### src/rtl/packet_drain_if.sv
// packet_drain_if: upstream FIFO pop port plus downstream valid/ready word stream.
interface packet_drain_if #(parameter int WIDTH = 32);
    logic             fifo_empty;
    logic             fifo_rd_en;
    logic [WIDTH-1:0] fifo_rd_data;
    logic             out_valid;
    logic             out_ready;
    logic [WIDTH-1:0] out_data;
    logic             out_last;
    logic [15:0]      pkt_count;
    modport master (
        input  fifo_empty, fifo_rd_data, out_ready,
        output fifo_rd_en, out_valid, out_data, out_last, pkt_count
    );
    modport slave (
        output fifo_empty, fifo_rd_data, out_ready,
        input  fifo_rd_en, out_valid, out_data, out_last, pkt_count
    );
endinterface

### src/rtl/packet_drain.sv
// packet_drain: pops PKT_LEN words from a FIFO, streams them out, then appends
// their modulo-2^WIDTH sum as a checksum word flagged with out_last.
module packet_drain #(
    parameter int WIDTH   = 32,
    parameter int PKT_LEN = 4
) (
    input logic            clk,
    input logic            rst,
    packet_drain_if.master bus
);
    typedef enum logic [1:0] {FETCH, WAIT, SEND, CSUM} state_t;
    state_t           state;
    logic [WIDTH-1:0] sum;
    logic [7:0]       word_cnt;
    // Reset overrides the pop so nothing is lost from the FIFO while held in reset.
    assign bus.fifo_rd_en = !rst && state == FETCH && !bus.fifo_empty;
    always_ff @(posedge clk or posedge rst) begin
        if (rst) begin
            state         <= FETCH;
            sum           <= '0;
            word_cnt      <= '0;
            bus.out_valid <= 1'b0;
            bus.out_last  <= 1'b0;
            bus.out_data  <= '0;
            bus.pkt_count <= '0;
        end else begin
            case (state)
                FETCH: if (!bus.fifo_empty) state <= WAIT;
                WAIT: begin
                    bus.out_data  <= bus.fifo_rd_data;
                    bus.out_valid <= 1'b1;
                    state         <= SEND;
                end
                SEND: if (bus.out_ready) begin
                    sum      <= sum + bus.out_data;
                    word_cnt <= word_cnt + 8'd1;
                    if (word_cnt == 8'(PKT_LEN - 1)) begin
                        // Checksum includes the word being accepted right now.
                        bus.out_data <= sum + bus.out_data;
                        bus.out_last <= 1'b1;
                        state        <= CSUM;
                    end else begin
                        bus.out_valid <= 1'b0;
                        state         <= FETCH;
                    end
                end
                CSUM: if (bus.out_ready) begin
                    sum           <= '0;
                    word_cnt      <= '0;
                    bus.pkt_count <= bus.pkt_count + 16'd1;
                    bus.out_valid <= 1'b0;
                    bus.out_last  <= 1'b0;
                    state         <= FETCH;
                end
                default: state <= FETCH;
            endcase
        end
    end
endmodule

### src/flat_wrapper.sv
// flat-port wrapper written by rule: the top's interface ports become plain ports
module packet_drain_flat 
#(
    parameter int WIDTH   = 32,
    parameter int PKT_LEN = 4
)
  (clk, rst, bus_fifo_empty, bus_fifo_rd_data, bus_out_ready, bus_fifo_rd_en, bus_out_valid, bus_out_data, bus_out_last, bus_pkt_count);
  packet_drain_if #(.WIDTH(WIDTH)) bus_i ();
  input logic clk;
  input logic rst;
  input wire logic [$bits(bus_i.fifo_empty)-1:0] bus_fifo_empty;
  input wire logic [$bits(bus_i.fifo_rd_data)-1:0] bus_fifo_rd_data;
  input wire logic [$bits(bus_i.out_ready)-1:0] bus_out_ready;
  output wire logic [$bits(bus_i.fifo_rd_en)-1:0] bus_fifo_rd_en;
  output wire logic [$bits(bus_i.out_valid)-1:0] bus_out_valid;
  output wire logic [$bits(bus_i.out_data)-1:0] bus_out_data;
  output wire logic [$bits(bus_i.out_last)-1:0] bus_out_last;
  output wire logic [$bits(bus_i.pkt_count)-1:0] bus_pkt_count;
  assign bus_i.fifo_empty = bus_fifo_empty;
  assign bus_i.fifo_rd_data = bus_fifo_rd_data;
  assign bus_i.out_ready = bus_out_ready;
  assign bus_fifo_rd_en = bus_i.fifo_rd_en;
  assign bus_out_valid = bus_i.out_valid;
  assign bus_out_data = bus_i.out_data;
  assign bus_out_last = bus_i.out_last;
  assign bus_pkt_count = bus_i.pkt_count;
  packet_drain #(.WIDTH(WIDTH), .PKT_LEN(PKT_LEN)) u_core (.clk(clk), .rst(rst), .bus(bus_i));
endmodule
### config.mk
export PLATFORM = sky130hd
export DESIGN_NAME = packet_drain_flat
export DESIGN_NICKNAME = d
export VERILOG_FILES = /design/src/rtl/packet_drain_if.sv /design/src/rtl/packet_drain.sv /design/src/flat_wrapper.sv
export SDC_FILE = /design/constraint.sdc
export NUM_CORES = 1
export LEC_CHECK = 0
export BUFFER_PORTS_ARGS = -buffer_cell sky130_fd_sc_hd__buf_4
export CORE_ASPECT_RATIO = 1.75
export CORE_MARGIN = 2
export CORE_UTILIZATION = 45
export DETAILED_ROUTE_END_ITERATION = 8
export GPL_ROUTABILITY_DRIVEN = 0
export PLACE_DENSITY = 0.71
export SLEW_MARGIN = 25
export SYNTH_ARGS = -nofsm -noshare
export SYNTH_HDL_FRONTEND = slang
export SYNTH_SLANG_ARGS = --single-unit
### constraint.sdc
create_clock -name clk -period 4 [get_ports clk]
set_input_delay 0.4 -clock clk [delete_from_list [all_inputs] [get_ports clk]]
set_output_delay 0.4 -clock clk [all_outputs]
set_load 0.02 [all_outputs]
[Word level (Yosys, flattened, before mapping)]
Index checks and enable logic that the tools add are counted.
Word-level totals
  register bits: 92
  input bits: 36
  logic and storage cells: 54
  output and inout bits: 51
Cells by class
  add/subtract/negate cells: 3
  reductions and logical operators: 14
  mux-type cells: 21
  equal/unequal tests: 9
Operators with widths (number)
  $mux 32: 4
  $pmux 32 s2: 2
  $add 32x32->32: 1
  $add 16x1->16 const B: 1
  $mux 8: 2
  $pmux 8 s2: 1
  $reduce_and 3->1: 3
  $add 8x1->8 const B: 1
  $eq 8x2->1 const B: 1
  $mux 2: 4
  $ne 2x2->1 const B: 4
  $pmux 2 s4: 1
  $reduce_and 4->1: 2
  $mux 1: 5
  $eq 2x2->1 const B: 2
  $reduce_bool 2->1: 2
  $pmux 1 s3: 1
  $reduce_bool 3->1: 1
  $eq 2x1->1 const B: 1
  $logic_and 1x1->1: 2
  $logic_not 1->1: 2
  $logic_not 2->1: 1
  $ne 2x1->1 const B: 1
  $pmux 1 s2: 1
  $reduce_and 2->1: 1

[Logic depth before layout (Yosys ltp)]
  depth after elaboration: 4
  gate-level depth with buffers: 11
  depth with buffers taken out: 11

[Worst setup path before layout]
Ideal clock, no wire load.
  path type: register to register
  start point: reg u_core.bus.out_data[0]
  end point: reg u_core.bus.out_data[18]
  required time: 3.873 ns
  path buffers: 0
  slack: 1.248 ns
  setup time: 0.127 ns
  data arrival time: 2.625 ns
  cell stages (with the launch flop): 12
  clock period less this slack: 2.752 ns
  cell sequence: dfrtp_1 > ha_1 > fa_1 > a21oi_1 > nor2_1 > o21a_1 > o21ai_0 > nand2_1 > a221o_1 > a21oi_1 > mux2i_1 > nand3_1
On the way
  cells in the longest elaborated chain, start to end: 4
Ends and longest elaborated chain
  from (decl): RTL line packet_drain_if.sv:13  | output fifo_rd_en, out_valid, out_data, out_last, pkt_count
  from (signal assigned): RTL line packet_drain.sv:30  | bus.out_data <= bus.fifo_rd_data;
  from (signal assigned): RTL line packet_drain.sv:39  | bus.out_data <= sum + bus.out_data;
  $add 32x32->32: RTL line packet_drain.sv:39
  $mux 32: RTL line packet_drain.sv:37  | if (word_cnt == 8'(PKT_LEN - 1)) begin
  $mux 32: RTL line packet_drain.sv:34  | SEND: if (bus.out_ready) begin
  $pmux 32 s2: RTL line packet_drain.sv:27  | case (state)
No other way between the ends. The select of a mux whose other input is x is not followed.
A chain may end at the register's enable or synchronous reset.

[Worst setup path in the final report]
Ends and elaborated chain as after synthesis.

==> impl_metrics.env <==
export IMPL_drive_above_1_share=0.193
export IMPL_grt_overflow_total=0
export IMPL_required_ns=4.23
export IMPL_ctsResizeCount=0
export IMPL_root_buffer="clkbuf_16"
export IMPL_ctsLongestPathBuffers=2
export IMPL_seq_area_frac_synth=0.425
export IMPL_yosysTopAreaCell="dfrtp_1"
export IMPL_synth_flop_cell="dfrtp_1"
export IMPL_synth_area_um2=5420
export IMPL_start_kind="register"
export IMPL_post_synth_top_count_cell="dfrtp_1"
export IMPL_crit_path_cell_trace="ha_1 > fa_1 > a21oi_1 > nor2_1 > o21a_1 > o21ai_0 > nand2_1 > a221o_1 > a21oi_1 > mux2i_1 > nand3_1"
export IMPL_grt_start_max_net_pins=56
export IMPL_synthTopCellsByCount="92 x dfrtp_1, 90 x nand2_1, 49 x nor2_1"
export IMPL_die_w_um=86.9
export IMPL_dp_slack_ns=1.17
export IMPL_initial_core_util=0.456
export IMPL_drv_slew=0
export IMPL_portBuffers=86
export IMPL_synthCells=584
export IMPL_post_cts_buffers=0
export IMPL_nNetsFinal=734
export IMPL_synth_cell_type_count=55
export IMPL_tns_ns=0
export IMPL_async_flop_share=1.00
export IMPL_dr_pass1_iters=4
export IMPL_critPathTopFamily="compound AO/OA/AOI/OAI gates"
export IMPL_cts_sinks=92
export IMPL_hpwl_um=9740
export IMPL_area_delta_synth_final_pct=19.6
export IMPL_crit_fanout=3
export IMPL_chipHeight_um=149
export IMPL_rows=53
export IMPL_hold_buffers=0
export IMPL_synth_nets=654
export IMPL_drt_wl_total_um=13600
export IMPL_insertion_delay_ns=0.35
export IMPL_post_drt_wl_per_cell_um=16.9
export IMPL_synth_edf_count=0
export IMPL_vdd_drop_max_mv=0.404
export IMPL_grtUsageTotal=0.219
export IMPL_status="complete, no violations"
export IMPL_cts_tree="done"
export IMPL_drv_cap=0
export IMPL_drtIter0Drc=268
export IMPL_core_area_um2=11900
export IMPL_p_leak_nw=3.09
export IMPL_finalCritPeriodShare=0.714
export IMPL_die_area_um2=13000
export IMPL_clk_pin_slew_ns=0.07
export IMPL_via_per_inst=5.86
export IMPL_fin_crit_ns=2.85
export IMPL_fin_ws_ns=1.15
export IMPL_synth_seq_cells=92
export IMPL_yosys_top_cells_area="dfrtp_1 43%, ha_1 7.6%, nand2_1 6.2%"
export IMPL_clock_fmax_ghz=0.350
export IMPL_cts_buffers=9
export IMPL_drc=0
export IMPL_setup_violations=0
export IMPL_max_stage_delay_ns=0.41
export IMPL_p_per_area_nw_per_um2=1000
export IMPL_worstPathArrival_ns=3.09
export IMPL_cpMostUsedCell="a21oi_1"
export IMPL_synth_area_per_cell_um2=9.27
export IMPL_yosysWarnings=0
export IMPL_grt_first_pass_wirelength_um=22500
export IMPL_worst_pin_slew_ns=0.806
export IMPL_antenna_cells=0
export IMPL_hp_class="in2async"
export IMPL_finalHoldViolCount=0
export IMPL_yosys_area_top_type_share=0.425
export IMPL_grt_pass1_vias=4776
export IMPL_vias=4717
export IMPL_critPathBufInv=0
export IMPL_slew_headroom=0.461
export IMPL_worst_path_max_delay_cell="fa_1"
export IMPL_ant_nets=0
export IMPL_pin_count=87
export IMPL_grt_setup_unrepaired="no"
export IMPL_crit_type="reg2reg"
export IMPL_antenna_found_initial=0
export IMPL_clock_skew_final_ns=0.00887
export IMPL_htreeDepth=3
export IMPL_end_kind="register"
==> power breakdown <==
| part | switching [W] | internal [W] | leakage (nW) |
|---|---|---|---|
| Sequential | 0.000329 | 0.00130 | 1.12 |
| Combinational | 0.00234 | 0.00165 | 1.82 |
| Clock | 0.000377 | 0.000502 | 0.145 |
| Total | 0.00304 | 0.00345 | 3.09 |
==> kinds of logic (layout without fill, tap and decap cells) <==
logic type | Yosys count | in the layout | share of synthesized area
and+or+nand+nor | 199 | 199 | 0.161
AOI/OAI and AO/OA | 175 | 175 | 0.222
DFF | 92 | 92 | 0.425
xor gates and xnor gates | 46 | 46 | 0.0744
adders and majority gates | 34 | 34 | 0.0799
buffers and inverters | 33 | 117 | 0.0270
muxes | 5 | 5 | 0.00970
==> through the flow <==
stage | power, W | utilization | instances | hold WS, ns | instance area (µm²)
after floorplan | 0.00458 | - | 584 | 0.454 | 5420
after global placement | 0.00551 | 0.520 | 790 | 0.458 | 6180
after detailed placement | 0.00560 | 0.520 | 790 | 0.473 | 6180
after CTS | 0.00650 | 0.546 | 805 | 0.154 | 6480
after global routing | 0.00702 | 0.546 | 805 | 0.192 | 6480
final | 0.00649 | 0.546 | 805 | 0.126 | 6480
==> area by class of cell <==
cell class,count,area [µm²]
fillers,1065,5390
multi-input cells,459,2970
flip-flops and latches,92,2300
repair buffers,93,698
clock buffers,10,239
well taps,137,171
clock inverters,5,60.1
inverters,9,35.0
==> layer usage <==
| layer | share of wire | routed length (µm) | vias to the layer above | GRT usage |
|---|---|---|---|---|
| met5 | 0 | 0 | - | 0 |
| met4 | 0.041 | 562 | 0 | 0.113 |
| met3 | 0.055 | 750 | 37 | 0.0376 |
| met2 | 0.51 | 7010 | 136 | 0.378 |
| met1 | 0.39 | 5300 | 2277 | 0.254 |
| li1 | - | - | 2267 | - |
==> cells in the final DEF, fill, tap and decap left out, types with 2 or more instances in the layout <==
cell type	instances
buf_4	93
dfrtp_1	92
nand2_1	90
a21oi_1	48
nor2_1	48
ha_1	33
a22o_1	30
xnor2_1	28
o21ai_0	24
a31oi_1	20
xor2_1	18
nand3_1	16
a21o_1	14
nand4_1	9
clkbuf_16	9
inv_1	8
and3_1	8
nor3_1	6
o21a_1	5
or3_1	4
nor2b_1	4
o211ai_1	3
o21bai_1	3
and2_1	3
nand2b_1	3
mux2i_1	3
o22ai_1	3
a211oi_1	2
o211ai_2	2
and3_2	2
o2111ai_2	2
a31o_2	2
o21ai_2	2
o31ai_1	2
nor4_1	2
clkinv_2	2
o22a_1	2
mux2_2	2
inv_6	2
==> state kept, by name (all words and copies together), names as in the netlist <==
register / cells
u_core.state: 2
u_core.bus.out_valid: 1
u_core.bus.pkt_count: 16
u_core.sum: 32
u_core.bus.out_last: 1
u_core.word_cnt: 8
u_core.bus.out_data: 32
==> worst reg2reg max path, cell delays in order, from the launching register on <==
cell     delay (ns)
dfrtp_1        0.40
ha_1           0.24
fa_1           0.41
a21oi_1        0.19
nor2_1         0.09
o21a_1         0.23
o21ai_0        0.17
nand2_1        0.12
a221o_1        0.34
a21oi_1        0.26
mux2i_1        0.22
nand3_1        0.08
==> path summary, 6_finish.rpt <==
check | from | end | slack, ns | cells past startpoint
max | u_core.bus.out_data[0] | u_core.bus.out_data[18] | 1.15 | 11
min | rst | u_core.bus.pkt_count[5] | 0.13 | 2
max reg2reg | u_core.bus.out_data[0] | u_core.bus.out_data[18] | 1.15 | 11
min reg2reg | u_core.bus.pkt_count[15] | u_core.bus.pkt_count[15] | 0.48 | 1
max in group asynchronous | rst | u_core.bus.pkt_count[0] | 2.73 | 3
min in group clk | bus_fifo_empty | u_core.state[0] | 0.23 | 2
Note: power is estimated with default switching activity, not from simulation.
